File: src/rtl/mem_access_unit.sv
// rtl/mem_access_unit.sv - shared-bus fetch/load/store access stage with stall and timeout
module mem_access_unit #(
  parameter int ADDR_W  = 16,
  parameter int DATA_W  = 16,
  parameter int TIMEOUT = 255
) (
  input  logic              clk,
  input  logic              reset,
  input  logic              fetch_en,
  input  logic              mem_en,
  input  logic [ADDR_W-1:0] pc,
  input  logic [ADDR_W-1:0] mem_addr,
  input  logic [DATA_W-1:0] mem_wdata,
  input  logic              mem_write,
  output logic              need_wait,
  output logic [DATA_W-1:0] instr,
  output logic [DATA_W-1:0] load_data,
  output logic              bus_err,
  output logic              bus_req,
  output logic              bus_we,
  output logic [ADDR_W-1:0] bus_addr,
  output logic [DATA_W-1:0] bus_wdata,
  input  logic              bus_ack,
  input  logic [DATA_W-1:0] bus_rdata
);

  typedef enum logic [1:0] {IDLE, BUSY, DONE} state_t;

  // Abort fires on the BUSY cycle that would make the no-ack count reach TIMEOUT.
  localparam logic [7:0] LAST_WAIT = 8'(TIMEOUT - 1);

  state_t      state, state_nx;
  logic [7:0]  wait_cnt;
  logic        is_fetch;
  logic        start, ack_hit, time_out;

  always_comb begin
    start    = 1'b0;
    ack_hit  = 1'b0;
    time_out = 1'b0;
    state_nx = state;
    case (state)
      IDLE: begin
        start = fetch_en | mem_en;
        if (start) state_nx = BUSY;
      end
      BUSY: begin
        ack_hit  = bus_ack;
        time_out = !bus_ack && (wait_cnt == LAST_WAIT);
        if (ack_hit || time_out) state_nx = DONE;
      end
      DONE:    state_nx = IDLE;
      default: state_nx = IDLE;
    endcase
  end

  assign need_wait = (fetch_en | mem_en) & (state != DONE);

  always_ff @(posedge clk or posedge reset) begin
    if (reset) state <= IDLE;
    else       state <= state_nx;
  end

  always_ff @(posedge clk or posedge reset) begin
    if (reset) begin
      wait_cnt  <= '0;
      is_fetch  <= 1'b0;
      bus_req   <= 1'b0;
      bus_we    <= 1'b0;
      bus_addr  <= '0;
      bus_wdata <= '0;
      instr     <= '0;
      load_data <= '0;
      bus_err   <= 1'b0;
    end else begin
      if (start) begin
        // fetch_en wins when both enables are raised together
        bus_req   <= 1'b1;
        is_fetch  <= fetch_en;
        bus_addr  <= fetch_en ? pc : mem_addr;
        bus_we    <= fetch_en ? 1'b0 : mem_write;
        bus_wdata <= mem_wdata;
        wait_cnt  <= '0;
      end
      if (ack_hit) begin
        bus_req <= 1'b0;
        if (is_fetch)     instr     <= bus_rdata;
        else if (!bus_we) load_data <= bus_rdata;
      end else if (time_out) begin
        bus_req <= 1'b0;
        bus_err <= 1'b1;
        if (is_fetch)     instr     <= '1;
        else if (!bus_we) load_data <= '1;
      end else if (state == BUSY) begin
        wait_cnt <= wait_cnt + 8'd1;
      end
    end
  end

endmodule

File: config.mk
export PLATFORM = sky130hd
export DESIGN_NAME = mem_access_unit
export DESIGN_NICKNAME = d
export VERILOG_FILES = /design/src/rtl/mem_access_unit.sv
export SDC_FILE = /design/constraint.sdc
export NUM_CORES = 1
export LEC_CHECK = 0
export CAP_MARGIN = 20
export CORE_MARGIN = 5
export CORE_UTILIZATION = 35
export DETAILED_ROUTE_END_ITERATION = 7
export HOLD_SLACK_MARGIN = 0.1
export PLACE_DENSITY = 0.79
export RECOVER_POWER = 50
export SYNTH_ARGS = -nofsm -noshare
export SYNTH_HDL_FRONTEND = slang
export SYNTH_SLANG_ARGS = --single-unit
File: constraint.sdc
create_clock -name clk -period 3.05 [get_ports clk]
set_input_delay 0.61 -clock clk [delete_from_list [all_inputs] [get_ports clk]]
set_output_delay 0.61 -clock clk [all_outputs]
set_load 0.005 [all_outputs]
## Word level (Yosys, flattened, before mapping)

Index checks and enable logic that the tools add are counted.

| operators by class | value |
|---|---|
| reductions and logical operators | 10 |
| add/subtract/negate cells | 1 |
| multiplexer cells | 25 |
| shifts and indexed selects | 0 |
| multiply operators | 0 |
| eq/ne operators | 11 |
| bitwise operators | 3 |
| magnitude comparators | 0 |
| div/mod/pow operators | 0 |

Operators with widths:

| kind | count |
|---|---|
| 16-bit 2-to-1 mux | 11 |
| 8-bit 2-to-1 mux | 4 |
| 2-bit inequality test, second input constant | 9 |
| 8-bit by 1-bit adder with 8-bit output, second input constant | 1 |
| 8-bit equality test, second input constant | 1 |
| 1-bit 2-to-1 mux | 7 |
| 5-bit AND reduction | 1 |
| 2-bit 2-to-1 mux | 2 |
| 2-bit case mux with 2 select lines | 1 |
| 2-bit AND reduction | 2 |
| 3-bit AND reduction | 1 |
| 3-bit nonzero test | 1 |
| 2-bit by 1-bit equality test with 1-bit output, second input constant | 1 |
| 2-bit zero test | 1 |
| 2-bit nonzero test | 1 |
| 1-bit bitwise AND | 1 |
| 1-bit logical AND | 1 |
| 1-bit zero test | 1 |
| 1-bit logical OR | 1 |
| 1-bit inverter | 1 |
| 1-bit bitwise OR | 1 |

| word-level totals | value |
|---|---|
| logic and storage cells | 60 |
| input bits | 70 |
| latch bits | 0 |
| memories | 0 |
| bits in writable memories | 0 |
| memory bits (read-only) | 0 |
| output and inout port bits | 68 |
| bits in registers | 78 |

## Depth between registers and ports, before layout

Gate-level depths: netlist of run 1.

| logic depth | value |
|---|---|
| word-level depth | 6 |
| gate-level depth with buffers | 7 |
| depth with buffers taken out | 6 |

## Least setup slack after synthesis of run 1

Ideal clock, no wire load.

| timing path | value |
|---|---|
| kind | in2reg |
| start | input port bus_ack |
| end | register wait_cnt[7] |
| data required time | 2910 ps |
| buffers on the path | 1 |
| arrival | 1467 ps |
| library setup time | 140 ps |
| path slack | 1444 ps |
| stages on the path | 5 |
| cell sequence | nor3b_2 -> o21ai_1 -> buf_2 -> o311ai_0 -> o41ai_1 |

| on the way | value |
|---|---|
| cells in the longest elaborated chain, start to end | 5 |
| elaborated cells on any way between the ends | 6 |
| those cells by class | mux: 4; reduce/logical: 2 |

Ends and longest elaborated chain:

| item | RTL line | RTL |
|---|---|---|
| start, declared | 23 | `input logic bus_ack,` |
| 1-bit zero test | 49 | `time_out = !bus_ack && (wait_cnt == LAST_WAIT);` |
| 1-bit logical AND | 49 |  |
| 1-bit 2-to-1 mux | 42 | `case (state)` |
| 8-bit 2-to-1 mux | 89 | `end else if (time_out) begin` |
| 8-bit 2-to-1 mux (*) | 85 | `if (ack_hit) begin` |
| end signal, assigned | 95 | `wait_cnt <= wait_cnt + 8'd1;` |
| end, declared | 33 | `logic [7:0] wait_cnt;` |

Mark *: on every way between the ends. The rest lies on a longest branch, timed or not.
A chain may end at the register's enable or synchronous reset.

## Final worst setup path of run 1

| timing path | value |
|---|---|
| start | input port fetch_en |
| end | register bus_addr[2] |

| on the way | value |
|---|---|
| cells in the longest elaborated chain, start to end | 2 |
| elaborated cells on any way between the ends | 3 |
| those cells by class | mux: 2; bitwise: 1 |

Ends and longest elaborated chain:

| item | RTL line | RTL |
|---|---|---|
| start, declared | 9 | `input logic fetch_en,` |
| 1-bit bitwise OR | 44 | `start = fetch_en \| mem_en;` |
| 1-bit 2-to-1 mux | 42 |  |
| end signal, assigned | 80 | `bus_addr <= fetch_en ? pc : mem_addr;` |
| end, declared | 21 | `output logic [ADDR_W-1:0] bus_addr,` |

Several ways; a longest one is shown, not always the timed one.

==> reports/metrics.csv, run 1 <==
stage,metric,value,unit
status,outcome,"finished, violations left",
status,failing checks,"capacitance limit, slew limit",
global_routing,largest net degree at the start of global routing,79,
layout,Layout area overhead,49.16,%
timing,Worst Tran Pin Value,1.892,ns
drt,total vias in the final route,2775,
global_routing,global-route wire length before repair,14350,µm
drt,DRC,0,
setup_path,crit path DAT,2.79,ns
placed_design,gp weighted congestion,0.7801,
layout,design area,0.004981,mm²
setup_path,crit end category,flip-flop,
timing,minimum clock period,2.578,ns
global_routing,vias in the first global route,2892,
drt,First-pass DRT Iterations,4,
die,die span in y,107.7,µm
synth,"FF+latch count, synth",78,
synth,top-area cell type share of the netlist area,0.5845,
layout,Final Util,0.5365,
layout,layout cells sized above 1,0.07517,
timing,Hold WS,0.4791,ns
setup_path,"Slowest-stage cell, CP",clkbuf_1,
setup_path,Startpoint Class,input port,
clocking,H-tree depth,3,
placed_design,DP Cell Count,552,
global_routing,met2 Use GR,0.2420,
die,core area,0.009284,mm²
die,die extent in x,107.7,µm
clocking,Root Driver,clkbuf_8,
global_routing,Overflow after GRT,0,
clocking,hold-fix buffers at CTS,0,
layout,"commonest non-fill, non-tap cell in the layout",clkdlybuf4s50_1,
placed_design,Port Buffers,137,
layout,Antenna Cells,0,
layout,Final #Nets,506,
drt,Detailed Route WL,8532,µm
worst_hold_path,Hold Crit Depth,1,
placed_design,post-DP HPWL,6425,µm
timing,setup slack after layout,0.4722,ns
synth,synth warn,0,
power,leakage,2.121,nW
worst_hold_path,Hold Crit Class,flip-flop to flip-flop,
die,Total Die Area,0.01160,mm²
power,Final Power,4.550,mW
drt,drt first-iter violations,99,
setup_path,WS Path Type,input port to flip-flop,
power,PD cells,913.4,mW/mm²
clocking,clock latency on the worst-skew pair,0.34,ns
timing,setup_tns,0,ns
drt,"antenna viol nets, final",0,
timing,Tcrit/Tclk final,0.8452,
die,initial cell density of the core,0.3597,
setup_path,slowest cell delay on critical path,0.97,ns
timing,max-slew violations,79,
timing,fmax,387.9,MHz
synth,syn nets,369,
clocking,total CTS buffers,9,
synth,register area share after synthesis,0.5845,
layout,most frequent cells in the layout,"clkdlybuf4s50_1 (132), dfrtp_1 (78), nand2_1 (71), nor2_1 (21), o21ai_0 (19)",
layout,Non-Filler Instances,568,
synth,Synth area leader,dfrtp_1,
clocking,clk buf depth,2,
drt,vias per inst,4.886,
clocking,# Post-CTS Setup Buffers,0,
setup_path,Worst Path Required,3.26,ns
synth,Synth Instances,297,
global_routing,GR peak layer,met2,
global_routing,Total GRT Usage,0.1527,
clocking,clock slew at reported path FFs,0.08,ns
clocking,post_cts resized,0,
placed_design,pre-CTS setup slack,0.5106,ns
synth,dominant cells by area after synthesis,"dfrtp_1 (58%), nand2_1 (8.0%), mux2i_1 (5.1%), o32a_1 (4.8%), a2bb2oi_2 (4.5%)",
global_routing,met1 GRT Util,0.1959,
synth,Mapped Area,0.003339,mm²
timing,RSZ-0062 raised after global routing,false,
power,worst vdd ir,374.4,µV
drt,Routed WL per cell,15.02,µm
timing,setup violators final,0,
clocking,Num Clock Sinks,78,
setup_path,worst-path fanout max,31,
synth,mean post-synth cell area,11.24,µm²
setup_path,worst reg-to-reg path cell count,7,
setup_path,crit path cell chain,clkdlybuf4s50_1 -> clkbuf_1 -> o21ai_4 -> buf_4 -> nand2_1 -> o21ai_0,
clocking,TritonCTS clock tree,built,
synth,post-synthesis cell type count,38,
timing,Final Hold Vio Count,0,
timing,clk_skew,0.01019,ns
die,io pins,138,
placed_design,DP Area,0.004856,mm²
die,Site Rows,35,
global_routing,initial antenna violation count,0,
timing,Max-Slew Margin vs Limit,-0.2610,
run,Max-cap violations,1,
global_routing,met3 Usage GRT,0.05279,
cells by family (layout without fill, tap and decap cells):
family | Yosys count | in the layout | synth area share
AOI/OAI and AO/OA | 65 | 65 | 0.1705
buffers and inverters | 22 | 164 | 0.03372
and+or+nand+nor | 113 | 113 | 0.1529
adders and majority gates | 2 | 2 | 0.007492
muxes | 17 | 17 | 0.05095
DFF | 78 | 78 | 0.5845
registers in the layout, summed over array words and instances (netlist names):
signal / flops
bus_req: 1
bus_wdata: 16
bus_err: 1
bus_we: 1
state: 2
load_data: 16
is_fetch: 1
bus_addr: 16
instr: 16
wait_cnt: 8
cell type report:
type | count | area [µm²]
flip-flops and latches | 78 | 1952
clock buffers | 10 | 127.6
inverters | 3 | 12.51
multi-input cells | 197 | 1236
repair buffers | 145 | 1421
fillers | 840 | 4303
well taps | 129 | 161.4
clock inverters | 6 | 70.07
worst paths after layout:
kind / start / to / slack, ns
worst min register to register: bus_err / bus_err / 0.48
worst max-delay path: fetch_en / bus_addr[2] / 0.47
worst min-delay path: bus_err / bus_err / 0.48
max in group asynchronous: reset / instr[9] / 0.66
min in group asynchronous: reset / bus_wdata[10] / 1.26
worst max register to register: wait_cnt[0] / instr[12] / 0.81
cells in the mapped netlist:
master	n
o211ai_1	4
a2bb2oi_1	6
nand3_1	7
a21oi_4	1
and3_2	1
clkbuf_2	1
o21ai_1	1
o311ai_0	1
or2_1	1
buf_2	8
nand4_1	1
a31o_2	1
buf_4	2
inv_1	3
dfrtp_1	78
or2b_1	1
o32a_1	16
buf_8	1
nand3b_1	2
nor3_2	1
nor3b_4	1
nor2b_1	1
nor2_1	21
clkbuf_1	7
o41ai_1	1
ha_1	2
a2bb2oi_2	10
nor3_4	1
a22o_1	1
o31ai_1	2
nor3b_2	1
or3_1	1
and3_1	1
mux2i_1	17
o21ai_0	20
a21oi_1	1
and4_4	1
nand2_1	71
metal layers:
metal | vias up | wire [µm]
met3 | 10 | 788
met2 | 115 | 3792
li1 | 1326 | -
met5 | - | 0
met4 | 0 | 106
met1 | 1324 | 3844
critical path: cells and delay by family:
family          cells  cell delay, ns
buf+inv             3            1.75
compound gates      2            0.32
simple gates        1            0.09
power breakdown:
group | total, mW | leakage [nW] | internal [mW] | switching (mW)
Clock | 0.771 | 0.0895 | 0.384 | 0.387
Sequential | 1.77 | 0.931 | 1.50 | 0.278
Combinational | 2.01 | 1.10 | 1.19 | 0.821
Total | 4.55 | 2.12 | 3.06 | 1.49
Power figures use the tool's default switching activity.
==> run 2, diff against run 1 <==
- PLACE_DENSITY: 0.79 -> 0.81
- clock period: 3.05 -> 2.2 ns (I/O delays scaled with it)
==> run 2 against run 1 <==
Net effect: the run now ends clean; first-iteration DRC count grew 6.1%; cell count is 0.35% higher; sequential power is 40% higher; register-to-register slack worse by 0.59 ns; via count grew 0.29%; count of clock-buffer cells in the layout fell by 1; critical path type is now input port to output port; largest cell class unchanged; largest power group unchanged; highest routed layer unchanged.
==> reports/metrics.csv, run 2 (same netlist as run 1, synthesis figures left out) <==
stage,metric,value,unit
setup_path,Startpoint Class,input port,
setup_path,RR Endpoint,load_data[13],
die,initial cell density of the core,0.3597,
die,die span in y,107.7,µm
clocking,Root Driver,clkbuf_8,
drt,First-pass DRT Iterations,6,
layout,most frequent cells in the layout,"clkdlybuf4s50_1 (121), dfrtp_1 (78), nand2_1 (71), nor2_1 (21), o21ai_0 (19)",
status,outcome,completed,
power,leakage,2.177,nW
placed_design,post-DP HPWL,6498,µm
placed_design,pre-CTS setup slack,0.03696,ns
placed_design,gp weighted congestion,0.7873,
timing,minimum clock period,2.139,ns
drt,DRC,0,
clocking,TritonCTS clock tree,built,
global_routing,initial antenna violation count,0,
timing,setup violators final,0,
global_routing,largest net degree at the start of global routing,42,
global_routing,Overflow after GRT,0,
setup_path,worst-path fanout max,2,
layout,design area,0.005081,mm²
clocking,clk buf depth,2,
worst_hold_path,worst hold start,bus_err,
layout,"commonest non-fill, non-tap cell in the layout",clkdlybuf4s50_1,
die,core area,0.009284,mm²
layout,Final #Nets,509,
timing,max-slew violations,0,
layout,Final Util,0.5473,
timing,fmax,467.5,MHz
drt,Detailed Route WL,8540,µm
drt,total vias in the final route,2783,
timing,Worst Tran Pin Value,1.130,ns
clocking,hold-fix buffers at CTS,0,
timing,setup_tns,0,ns
die,io pins,138,
setup_path,crit end category,output port,
global_routing,Total GRT Usage,0.1492,
clocking,clock slew at reported path FFs,0.08,ns
setup_path,crit path DAT,1.70,ns
clocking,Num Clock Sinks,78,
power,worst vdd ir,492.4,µV
clocking,clock latency on the worst-skew pair,0.33,ns
clocking,post_cts resized,0,
global_routing,global-route wire length before repair,13950,µm
layout,Layout area overhead,52.15,%
worst_hold_path,Hold Crit Depth,1,
clocking,# Post-CTS Setup Buffers,0,
placed_design,DP Cell Count,555,
timing,setup slack after layout,0.06084,ns
setup_path,worst reg-to-reg path cell count,6,
setup_path,origin of the critical flop-to-flop path,wait_cnt[0],
timing,RSZ-0062 raised after global routing,false,
setup_path,WS Path Type,input port to output port,
die,Site Rows,35,
layout,layout cells sized above 1,0.09977,
timing,Tcrit/Tclk final,0.9723,
placed_design,DP Area,0.004918,mm²
run,Max-cap violations,0,
clocking,total CTS buffers,9,
die,Total Die Area,0.01160,mm²
die,die extent in x,107.7,µm
power,PD cells,1266,mW/mm²
setup_path,reg-to-reg setup timing slack,0.22,ns
layout,Non-Filler Instances,570,
worst_hold_path,Hold Crit Class,flip-flop to flip-flop,
power,Final Power,6.432,mW
placed_design,Port Buffers,137,
setup_path,Worst Path Required,1.76,ns
drt,"antenna viol nets, final",0,
worst_hold_path,hold worst-path end,bus_err,
timing,clk_skew,0.01282,ns
global_routing,vias in the first global route,2908,
drt,drt first-iter violations,105,
drt,vias per inst,4.882,
timing,Hold WS,0.4797,ns
timing,Final Hold Vio Count,0,
clocking,H-tree depth,3,
layout,Antenna Cells,0,
drt,Routed WL per cell,14.98,µm
timing,Max-Slew Margin vs Limit,0.2428,
[run 2: report_power, final]
part	internal (mW)	total, mW	switching, mW
combinational	1.67	2.81	1.14
clock	0.633	1.14	0.511
sequential	2.07	2.48	0.403
total	4.38	6.43	2.06
[run 2: worst max-delay path by stage]
stage | from | end | slack (ns) | cells past startpoint
finish | fetch_en | need_wait | 0.06 | 4
global route | fetch_en | bus_addr[7] | 0.02 | 6
CTS | fetch_en | need_wait | 0.03 | 4
detailed placement | fetch_en | need_wait | 0.04 | 4
global placement | mem_en | need_wait | 0.09 | 4
floorplan | wait_cnt[0] | load_data[0] | 0.61 | 7
[run 2: final cells by class]
type	count	area, µm²
clock buffers	9	123.9
clock inverters	6	87.58
fillers	845	4203
inverters	3	12.51
multi-input cells	197	1266
flip-flops and latches	78	1952
well taps	129	161.4
repair buffers	148	1478
[run 2: critical path: stages]
cell             delay (ns)
clkdlybuf4s50_1        0.49
nor2_1                 0.09
a21oi_1                0.13
clkdlybuf4s50_1        0.54
[run 2: layer usage]
layer,vias up,track usage,wire length [µm]
met5,-,0,0
met4,0,0.04599,78
met3,7,0.05339,757
met2,115,0.2407,4002
met1,1326,0.1873,3701
li1,1335,-,-
